===== src/rtl/elm_pkg.sv =====
`default_nettype none
// ============================================================================
// Module   : elm_pkg
// Purpose  : Shared definitions for the ELM hidden-layer sequencer: FSM state
//            encoding and counter-width helpers.
// Ports    : (package, no ports)
// Revision : 1.0 - initial release
// ============================================================================
package elm_pkg;

    // Layer sequencer phases.
    typedef enum logic [2:0] {
        ST_IDLE  = 3'd0,
        ST_LOAD  = 3'd1,
        ST_RUN   = 3'd2,
        ST_WAIT  = 3'd3,
        ST_DRAIN = 3'd4
    } state_t;

    // Width of a counter that must hold 0..num_in inclusive (the extra value
    // is the bias slot that follows the weights of each neuron).
    function automatic int cnt_width(input int num_in);
        return $clog2(num_in + 1);
    endfunction

    // Width of a neuron index; never narrower than one bit so a single-neuron
    // layer still has a legal vector.
    function automatic int nrn_width(input int num_neuron);
        return (num_neuron > 1) ? $clog2(num_neuron) : 1;
    endfunction

endpackage
`default_nettype wire


===== src/rtl/elm_out_capture.sv =====
`default_nettype none
// ============================================================================
// Module   : elm_out_capture
// Purpose  : Collects one activation per neuron while the layer computes,
//            tracks which neurons have reported, then drains the captured
//            activations in neuron order on a valid/ready stream.
// Ports    : clk, rst        - clock, synchronous active-high reset
//            capture_en      - neurons may report this cycle
//            clear_done      - forget which neurons reported
//            nrn_outvalid    - per-neuron result strobe
//            nrn_out         - packed per-neuron results
//            all_done        - every neuron has reported
//            drain_en        - present captured results downstream
//            out_ready       - downstream accepts
//            out_valid/out_data/out_last - activation stream
//            drain_done      - final beat accepted this cycle
// Revision : 1.0 - initial release
// ============================================================================
module elm_out_capture
    import elm_pkg::*;
#(
    parameter int OUT_W      = 8,
    parameter int NUM_NEURON = 64
) (
    input  logic                        clk,
    input  logic                        rst,
    input  logic                        capture_en,
    input  logic                        clear_done,
    input  logic [NUM_NEURON-1:0]       nrn_outvalid,
    input  logic [NUM_NEURON*OUT_W-1:0] nrn_out,
    output logic                        all_done,
    input  logic                        drain_en,
    input  logic                        out_ready,
    output logic                        out_valid,
    output logic [OUT_W-1:0]            out_data,
    output logic                        out_last,
    output logic                        drain_done
);

    localparam int               NRN_W  = nrn_width(NUM_NEURON);
    localparam logic [NRN_W-1:0] LAST_K = NRN_W'(NUM_NEURON - 1);

    logic [NUM_NEURON-1:0] done;
    logic [OUT_W-1:0]      cap [NUM_NEURON];
    logic [NRN_W-1:0]      k;
    logic                  beat;
    logic                  k_is_last;

    // A neuron may raise outvalid more than once; the latest value wins and
    // its done bit simply stays set.
    always_ff @(posedge clk) begin
        if (rst) begin
            done <= '0;
            for (int i = 0; i < NUM_NEURON; i++) begin
                cap[i] <= '0;
            end
        end else begin
            for (int i = 0; i < NUM_NEURON; i++) begin
                if (capture_en && nrn_outvalid[i]) begin
                    cap[i] <= nrn_out[i*OUT_W +: OUT_W];
                end
            end
            if (clear_done) begin
                done <= '0;
            end else if (capture_en) begin
                done <= done | nrn_outvalid;
            end
        end
    end

    assign all_done  = &done;
    assign k_is_last = (k == LAST_K);

    // Output stream: valid for the whole drain phase, data held until taken.
    // Outside the drain the data bus is forced to zero so stale results do
    // not leak onto the stream.
    assign out_valid  = drain_en;
    assign out_last   = drain_en && k_is_last;
    assign beat       = out_valid && out_ready;
    assign drain_done = beat && k_is_last;

    always_comb begin
        out_data = '0;
        if (drain_en) begin
            out_data = cap[k];
        end
    end

    always_ff @(posedge clk) begin
        if (rst) begin
            k <= '0;
        end else if (beat) begin
            k <= k_is_last ? '0 : k + 1'b1;
        end
    end

endmodule
`default_nettype wire


===== src/rtl/elm_layer_sequencer.sv =====
`default_nettype none
// ============================================================================
// Module   : elm_layer_sequencer
// Purpose  : Controls one hidden layer of neurons. LOAD streams NUM_IN weights
//            and one bias per neuron into the array; RUN broadcasts one input
//            vector; WAIT collects every neuron's activation; DRAIN emits the
//            activations in neuron order.
// Ports    : clk, rst                      - clock, sync active-high reset
//            cfg_valid/cfg_ready/cfg_data  - weight/bias config stream
//            in_valid/in_ready/in_data     - feature stream
//            out_valid/out_ready/out_data/out_last - activation stream
//            weight_valid/weight_value     - weight write strobe to neurons
//            config_layer_num/config_neuron_num - neuron select for weights
//            bias_valid/bias_value         - one-hot bias write to neurons
//            nrn_in_valid/nrn_in_data      - feature broadcast to neurons
//            nrn_outvalid/nrn_out          - per-neuron results
//            loaded                        - weights and biases complete
//            busy                          - sequencer not idle
// Revision : 1.0 - initial release
// ============================================================================
module elm_layer_sequencer
    import elm_pkg::*;
#(
    parameter int DATA_W     = 16,
    parameter int OUT_W      = 8,
    parameter int NUM_IN     = 128,
    parameter int NUM_NEURON = 64,
    parameter int LAYER_NO   = 1
) (
    input  logic                        clk,
    input  logic                        rst,
    input  logic                        cfg_valid,
    output logic                        cfg_ready,
    input  logic [DATA_W-1:0]           cfg_data,
    input  logic                        in_valid,
    output logic                        in_ready,
    input  logic [DATA_W-1:0]           in_data,
    output logic                        out_valid,
    input  logic                        out_ready,
    output logic [OUT_W-1:0]            out_data,
    output logic                        out_last,
    output logic                        weight_valid,
    output logic [DATA_W-1:0]           weight_value,
    output logic [2*DATA_W:0]           config_layer_num,
    output logic [2*DATA_W:0]           config_neuron_num,
    output logic [NUM_NEURON-1:0]       bias_valid,
    output logic [DATA_W-1:0]           bias_value,
    output logic                        nrn_in_valid,
    output logic [DATA_W-1:0]           nrn_in_data,
    input  logic [NUM_NEURON-1:0]       nrn_outvalid,
    input  logic [NUM_NEURON*OUT_W-1:0] nrn_out,
    output logic                        loaded,
    output logic                        busy
);

    localparam int               CNT_W   = cnt_width(NUM_IN);
    localparam int               NRN_W   = nrn_width(NUM_NEURON);
    localparam int               SEL_W   = 2*DATA_W + 1;
    localparam logic [CNT_W-1:0] BIAS_SLOT = CNT_W'(NUM_IN);
    localparam logic [CNT_W-1:0] LAST_IN   = CNT_W'(NUM_IN - 1);
    localparam logic [NRN_W-1:0] LAST_N    = NRN_W'(NUM_NEURON - 1);

    state_t           state;
    state_t           next_state;
    logic [CNT_W-1:0] w_cnt;
    logic [NRN_W-1:0] n_cnt;
    logic [CNT_W-1:0] in_cnt;

    logic cfg_fire;
    logic in_fire;
    logic is_bias;
    logic load_last;
    logic run_last;
    logic all_done;
    logic drain_done;
    logic in_wait;
    logic in_drain;

    // Handshakes are derived from the state directly (not from the ready
    // outputs) so the next-state logic has no combinational feedback.
    assign cfg_fire  = cfg_valid && (state == ST_LOAD);
    assign in_fire   = in_valid  && (state == ST_RUN);
    assign is_bias   = (w_cnt == BIAS_SLOT);
    assign load_last = cfg_fire && is_bias && (n_cnt == LAST_N);
    assign run_last  = in_fire && (in_cnt == LAST_IN);
    assign in_wait   = (state == ST_WAIT);
    assign in_drain  = (state == ST_DRAIN);

    // ------------------------------------------------------------------------
    // FSM
    // ------------------------------------------------------------------------
    always_ff @(posedge clk) begin
        if (rst) begin
            state <= ST_IDLE;
        end else begin
            state <= next_state;
        end
    end

    always_comb begin
        next_state = state;
        cfg_ready  = 1'b0;
        in_ready   = 1'b0;
        busy       = (state != ST_IDLE);
        case (state)
            ST_IDLE: begin
                // Configuration always wins over a pending input vector.
                if (cfg_valid) begin
                    next_state = ST_LOAD;
                end else if (loaded && in_valid) begin
                    next_state = ST_RUN;
                end
            end
            ST_LOAD: begin
                cfg_ready = 1'b1;
                if (load_last) begin
                    next_state = ST_IDLE;
                end
            end
            ST_RUN: begin
                // Leaving immediately after the last word guarantees a gap
                // on nrn_in_valid between vectors.
                in_ready = 1'b1;
                if (run_last) begin
                    next_state = ST_WAIT;
                end
            end
            ST_WAIT: begin
                if (all_done) begin
                    next_state = ST_DRAIN;
                end
            end
            ST_DRAIN: begin
                if (drain_done) begin
                    next_state = ST_IDLE;
                end
            end
            default: begin
                next_state = ST_IDLE;
            end
        endcase
    end

    // ------------------------------------------------------------------------
    // Counters and registered neuron-side strobes
    // ------------------------------------------------------------------------
    always_ff @(posedge clk) begin
        if (rst) begin
            w_cnt             <= '0;
            n_cnt             <= '0;
            in_cnt            <= '0;
            loaded            <= 1'b0;
            weight_valid      <= 1'b0;
            weight_value      <= '0;
            config_layer_num  <= '0;
            config_neuron_num <= '0;
            bias_valid        <= '0;
            bias_value        <= '0;
            nrn_in_valid      <= 1'b0;
            nrn_in_data       <= '0;
        end else begin
            // Strobes are single-cycle pulses.
            weight_valid <= 1'b0;
            bias_valid   <= '0;
            nrn_in_valid <= 1'b0;

            // A new load invalidates whatever the neurons held before and
            // always restarts from neuron 0.
            if ((state == ST_IDLE) && cfg_valid) begin
                loaded <= 1'b0;
                w_cnt  <= '0;
                n_cnt  <= '0;
            end

            if (cfg_fire) begin
                if (is_bias) begin
                    bias_valid <= NUM_NEURON'(1) << n_cnt;
                    bias_value <= cfg_data;
                    w_cnt      <= '0;
                    if (n_cnt == LAST_N) begin
                        n_cnt  <= '0;
                        loaded <= 1'b1;
                    end else begin
                        n_cnt <= n_cnt + 1'b1;
                    end
                end else begin
                    weight_valid      <= 1'b1;
                    weight_value      <= cfg_data;
                    config_neuron_num <= SEL_W'(n_cnt);
                    config_layer_num  <= SEL_W'(LAYER_NO);
                    w_cnt             <= w_cnt + 1'b1;
                end
            end

            if (in_fire) begin
                nrn_in_valid <= 1'b1;
                nrn_in_data  <= in_data;
                in_cnt       <= run_last ? '0 : in_cnt + 1'b1;
            end
        end
    end

    // ------------------------------------------------------------------------
    // Result capture and output stream
    // ------------------------------------------------------------------------
    elm_out_capture #(
        .OUT_W      (OUT_W),
        .NUM_NEURON (NUM_NEURON)
    ) u_capture (
        .clk          (clk),
        .rst          (rst),
        .capture_en   (in_wait),
        .clear_done   (in_wait && all_done),
        .nrn_outvalid (nrn_outvalid),
        .nrn_out      (nrn_out),
        .all_done     (all_done),
        .drain_en     (in_drain),
        .out_ready    (out_ready),
        .out_valid    (out_valid),
        .out_data     (out_data),
        .out_last     (out_last),
        .drain_done   (drain_done)
    );

endmodule
`default_nettype wire


===== config.mk =====
export PLATFORM = sky130hd
export DESIGN_NAME = elm_layer_sequencer
export DESIGN_NICKNAME = d
export VERILOG_FILES = /design/src/rtl/elm_pkg.sv /design/src/rtl/elm_out_capture.sv /design/src/rtl/elm_layer_sequencer.sv
export SDC_FILE = /design/constraint.sdc
export NUM_CORES = 1
export LEC_CHECK = 0
export ABC_AREA = 1
export ABC_CLOCK_PERIOD_IN_PS = 2450
export BUFFER_PORTS_ARGS = -buffer_cell sky130_fd_sc_hd__buf_4
export CORE_MARGIN = 4
export CORE_UTILIZATION = 28
export DETAILED_ROUTE_END_ITERATION = 12
export PLACE_DENSITY = 0.5
export SLEW_MARGIN = 0
export SYNTH_ARGS = -nofsm -noshare
export SYNTH_HDL_FRONTEND = slang
export SYNTH_SLANG_ARGS = --single-unit

===== constraint.sdc =====
create_clock -name clk -period 2.45 [get_ports clk]
set_input_delay 0.1225 -clock clk [delete_from_list [all_inputs] [get_ports clk]]
set_output_delay 0.1225 -clock clk [all_outputs]
set_load 0.1 [all_outputs]

* Word level (Yosys, flattened, before mapping)
Memories as Yosys holds them, arrays and structs flattened. A register that Yosys moved wholly into a read port is not among the register bits.
Index checks and enable logic that the tools add are counted.
** Word-level totals
- Bits in registers :: 217
- Memory bits (writable) :: 512
- Input port bits :: 613
- Output and inout port bits :: 194
- Word-level logic and storage cells :: 471
- Memories kept :: 1
** Cells by class
- $add $sub $neg :: 4
- Eq/ne operators :: 13
- Shift operators :: 1
- Muxes and demuxes :: 285
- Bitwise operators :: 67
- Reduce and logical (&&, ||, !) cells :: 85
** Memory list
- u_capture.cap :: depth 64, width 8, read ports 1, clocked after memory_dff 1, write ports 64, line elm_out_capture.sv:44 : logic [OUT_W-1:0] cap [NUM_NEURON];
** Operators with widths (number)
- $mux W8 :: 69
- $mux W1 :: 202
- $logic_and A1 B1 Y1 :: 75
- $or A1 B1 Y1 :: 64
- $or A64 B64 Y64 :: 1
- $reduce_and A64 Y1 :: 1
- $shl A1 B6 Y64 const A :: 1
- $mux W6 :: 7
- $mux W3 :: 6
- $add A8 B1 Y8 const B :: 2
- $pmux W3 S5 :: 1
- $add A6 B1 Y6 const B :: 2
- $eq A6 B6 Y1 const B :: 2
- $eq A8 B7 Y1 const B :: 1
- $eq A8 B8 Y1 const B :: 1
- $ne A2 B2 Y1 const B :: 4
- $eq A3 B2 Y1 const B :: 2
- $reduce_and A5 Y1 :: 1
- $reduce_and A2 Y1 :: 2
- $reduce_or A2 Y1 :: 2
- $eq A3 B1 Y1 const B :: 1
- $eq A3 B3 Y1 const B :: 1
- $logic_not A3 Y1 :: 1
- $ne A3 B3 Y1 const B :: 1
- 4 further kinds :: 5

* Longest topological paths before layout
- Depth after elaboration :: 6
- Gate-level depth with buffers :: 12
- Depth with buffers taken out :: 11

* Cells and area by module
From an unflattened synthesis, not the netlist that was laid out.
** Unflattened totals
- Cell total of the unflattened synthesis :: 3979
- Area total of the unflattened synthesis :: 33702.3 µm²
** Modules (own cells, without submodules)
- elm_out_capture :: times used 1, cells each 3272, area an instance 28020.6 µm², sequential area each 16896.2 µm²
- elm_layer_sequencer :: times used 1, cells each 707, area an instance 5681.7 µm², sequential area each 2942.8 µm²

* Least setup slack after synthesis
OpenSTA, ideal clock, no wires.
- Kind :: register to output
- From :: register with a tool-made name
- To :: output port out_data[5]
- Arrival time :: 2.800 ns
- Required time :: 2.328 ns
- Setup slack :: -0.472 ns
- Cell stages (with the launch flop) :: 12
- Path buffers :: 3
- Cell sequence :: dfxtp_1 buf_2 buf_2 clkbuf_1 nand2_1 nand3_1 nand3_1 nand2_1 nand2_1 nand3_1 nand3_1 a21oi_1
** RTL lines
- end, declared :: line elm_layer_sequencer.sv:40 : output logic [OUT_W-1:0] out_data,

==> flow_summary.toml <==
[place]
pre_cts_slack_ns = 0.08695
port_buffers = 747
dpl.cell_count = 6108
post-dp-hpwl_mm = 105.7
place_congestion = 0.8870

[clock_tree]
cts_tree = "built"
clkSinkCount = 735
cts_made_buffers = 88
clk_latency_ns = 0.66
path_clk_slew_ns = 0.06
cts.path.max_buffers = 3
cts_htree_levels = 3
cts-root-buf = "clkbuf_16"

[floorplanning]
row_count = 126
core-area_um2 = 118100
dieArea_um2 = 124400
start_util = 0.2817
chipHeight_um = 352.7
die_width_um = 352.7
io_pins = 807

[routing]
initialDrtViolationCount = 2177
routedWlPerCell_um = 21.28
ant_nets = 0
vias_per_cell = 4.554
drcViolationCount = 0
routed_wl_mm = 148.1
vias = 31700
first_pass_iters = 6

[flow_run]
maxCapViolCount = 0

[timing]
drv_slew = 0
final.setup.tns_ns = -2.818
fmax_mhz = 354.4
skew_ns = 0.02182
period_share = 1.152
setup_viol = 8
period_minus_slack_ns = 2.822
tightest_slew_ns = 1.040
setup_ws_ns = -0.3719
rsz0062_at_grt = "true"
hold_violations = 0
maxSlewHeadroom = 0.3058

[worst_setup_path]
critical_path.max_fanout = 8
crit_type = "reg -> out"
worstPathRequired_ns = 2.33
cp-start-kind = "register"
worstPathArrival_ns = 2.70
critPathCapture = "out_data[0]"
end_kind = "primary output"
r2r_start = "state[0]$_SDFFE_PP0P_"
reg2reg_to = "u_capture.cap[5][7]$_SDFFCE_PN0P_"
rr_worst_depth = 7
r2r_slack_ns = 0.20

[min_path]
min_path_type = "in -> reg"
hp-start = "cfg_data[10]"

[synth]
ys.flop_type = "edfxtp_1"
ys_async_sr_fraction = 0
avgSynthCellArea_um2 = 8.472
synth_area_leaders = "edfxtp_1 (46%), dfxtp_1 (13%), nand2_1 (10%)"
synth_most_common_cell = "nand2_1"
yosys-top-cells-count = "nand2_1 (929), nor2_1 (652), inv_1 (622)"
synth_edf_count = 512
yosysSeqAreaShare = 0.5963
yosysWarningCount = 0
syn_inst = 3927
ys_types = 38
post-synth-top-area-cell = "edfxtp_1"
yosysTopAreaCellShare = 0.4621
syn_area_um2 = 33270
synth-seq-cells = 735

[layout]
areaGrowthSynthToFinish_pct = 55.98
seq_area_um2 = 19850
final_layout_size_suffix_gt1_frac = 0.2102
fin_nets = 5956
layoutNonFillerInstCount = 6960
multi_input_area_um2 = 10610
fillers = 11420

[outcome]
status = "finished with violations"
violations = "setup timing"

[grt]
track_usage = 0.2258
grt_max_degree = 129
antenna_found_initial = 19
first_global_vias = 32870
overflow = 0
grt_pass1_wl_mm = 210.1

[pwr]
vdd_ir_drop_max_v = 0.0005936
power_mw = 34.03
p_leak_nw = 23.51
p_per_area_nw_per_um2 = 655.7
[worst max-delay path, stage by stage, from the launching register on]
cell and delay [ns]:
dfxtp_4 0.37, buf_12 0.17, clkinv_16 0.11, buf_8 0.15, clkbuf_16 0.17, nand2_1 0.05
nand3_1 0.08, nand3_1 0.12, nand2_1 0.09, nand2_1 0.09, nand3_1 0.12, nand3_2 0.08
a21oi_2 0.22, buf_12 0.20
[stage by stage]
step / util / hold WS, ns / instance area, um^2
final: 0.4395 / 0.2168 / 51890
after global placement: 0.3472 / 0.3236 / 41000
after detailed placement: 0.3472 / 0.3279 / 41000
after CTS: 0.4321 / 0.1626 / 51020
after floorplan: - / 0.2256 / 33520
after global routing: 0.4393 / 0.1923 / 51870
[report_power, final]
part	switching, mW	leakage, nW	internal (mW)	total [mW]
Clock	5.43	1.45	8.05	13.5
Sequential	0.388	7.06	14.3	14.7
Combinational	3.75	15.0	2.13	5.88
Total	9.56	23.5	24.5	34.0
[flip-flops by register name, indices dropped and copies added (netlist names), named ones only]
name and cells:
u_capture.cap 512, bias_valid 64, u_capture.done 64, bias_value 16, nrn_in_data 16, weight_value 16
in_cnt 8, w_cnt 8, config_neuron_num 6, n_cnt 6, u_capture.k 6, state 3
config_layer_num 1, loaded 1, nrn_in_valid 1, weight_valid 1
[final cells by class]
| cell class | instances | area share |
|---|---|---|
| Tap cell | 1536 | 0.03704 |
| Inverter | 627 | 0.04608 |
| Timing Repair inverter | 1 | 0.0005787 |
| Multi-Input combinational cell | 2368 | 0.2045 |
| Clock inverter | 27 | 0.007185 |
| Timing Repair Buffer | 1512 | 0.2713 |
| Sequential cell | 735 | 0.3826 |
| Antenna cell | 15 | 0.0007234 |
| Clock buffer | 139 | 0.05006 |
[kinds of logic (layout without fill, tap and decap cells)]
| group | Yosys count | in the layout | share of synthesized area |
|---|---|---|---|
| AND/OR/NAND/NOR | 2139 | 2139 | 0.2648 |
| buffers and inverters | 882 | 2306 | 0.1092 |
| flip-flops | 735 | 735 | 0.5963 |
| AO/OA/AOI/OAI | 150 | 150 | 0.02321 |
| adder cells (fa/ha/maj) | 10 | 10 | 0.003761 |
| XOR/XNOR | 10 | 10 | 0.002633 |
| other | 1 | 74 | 0.0001127 |
[worst min-delay path by stage]
| stage | cells after the start | slack [ns] | endpoint |
|---|---|---|---|
| after floorplan | 2 | 0.23 | bias_value[0]$_SDFFE_PP0P_ |
| after global placement | 3 | 0.32 | bias_value[6]$_SDFFE_PP0P_ |
| after detailed placement | 3 | 0.33 | bias_value[6]$_SDFFE_PP0P_ |
| after CTS | 4 | 0.16 | bias_value[6]$_SDFFE_PP0P_ |
| after global routing | 4 | 0.19 | bias_value[10]$_SDFFE_PP0P_ |
| final | 4 | 0.22 | bias_value[10]$_SDFFE_PP0P_ |
[placed cells by master (no fill, tap or decap), drive strengths merged, types with 7 or more instances in the layout]
cell type    instances
ha                  10
conb                59
nand2              931
nor3                18
nand4               12
diode               15
inv                629
o21ai               30
dfxtp              223
nor2               658
bufinv               7
nand3              515
edfxtp             512
buf                860
dlygate4sd3        639
a21oi              111
clkbuf             151
clkinv              19
[metal layers]
layer,GRT usage,share of wire,vias to the layer above
met3,0.05068,0.071,275
met5,0,0.00037,-
met4,0.08863,0.043,8
li1,-,-,15070
met2,0.3901,0.48,1307
met1,0.2732,0.40,15040
[timing repair]
item	4_1_cts	5_1_grt
buffers inserted	9	1
hold buffers	639	0
cloned	10	12
setup endpoints to repair	8	13
pin swaps	3	44
gates resized for setup	69	113
hold endpoints to repair	679	0
Note: power is estimated with default switching activity, not from simulation.
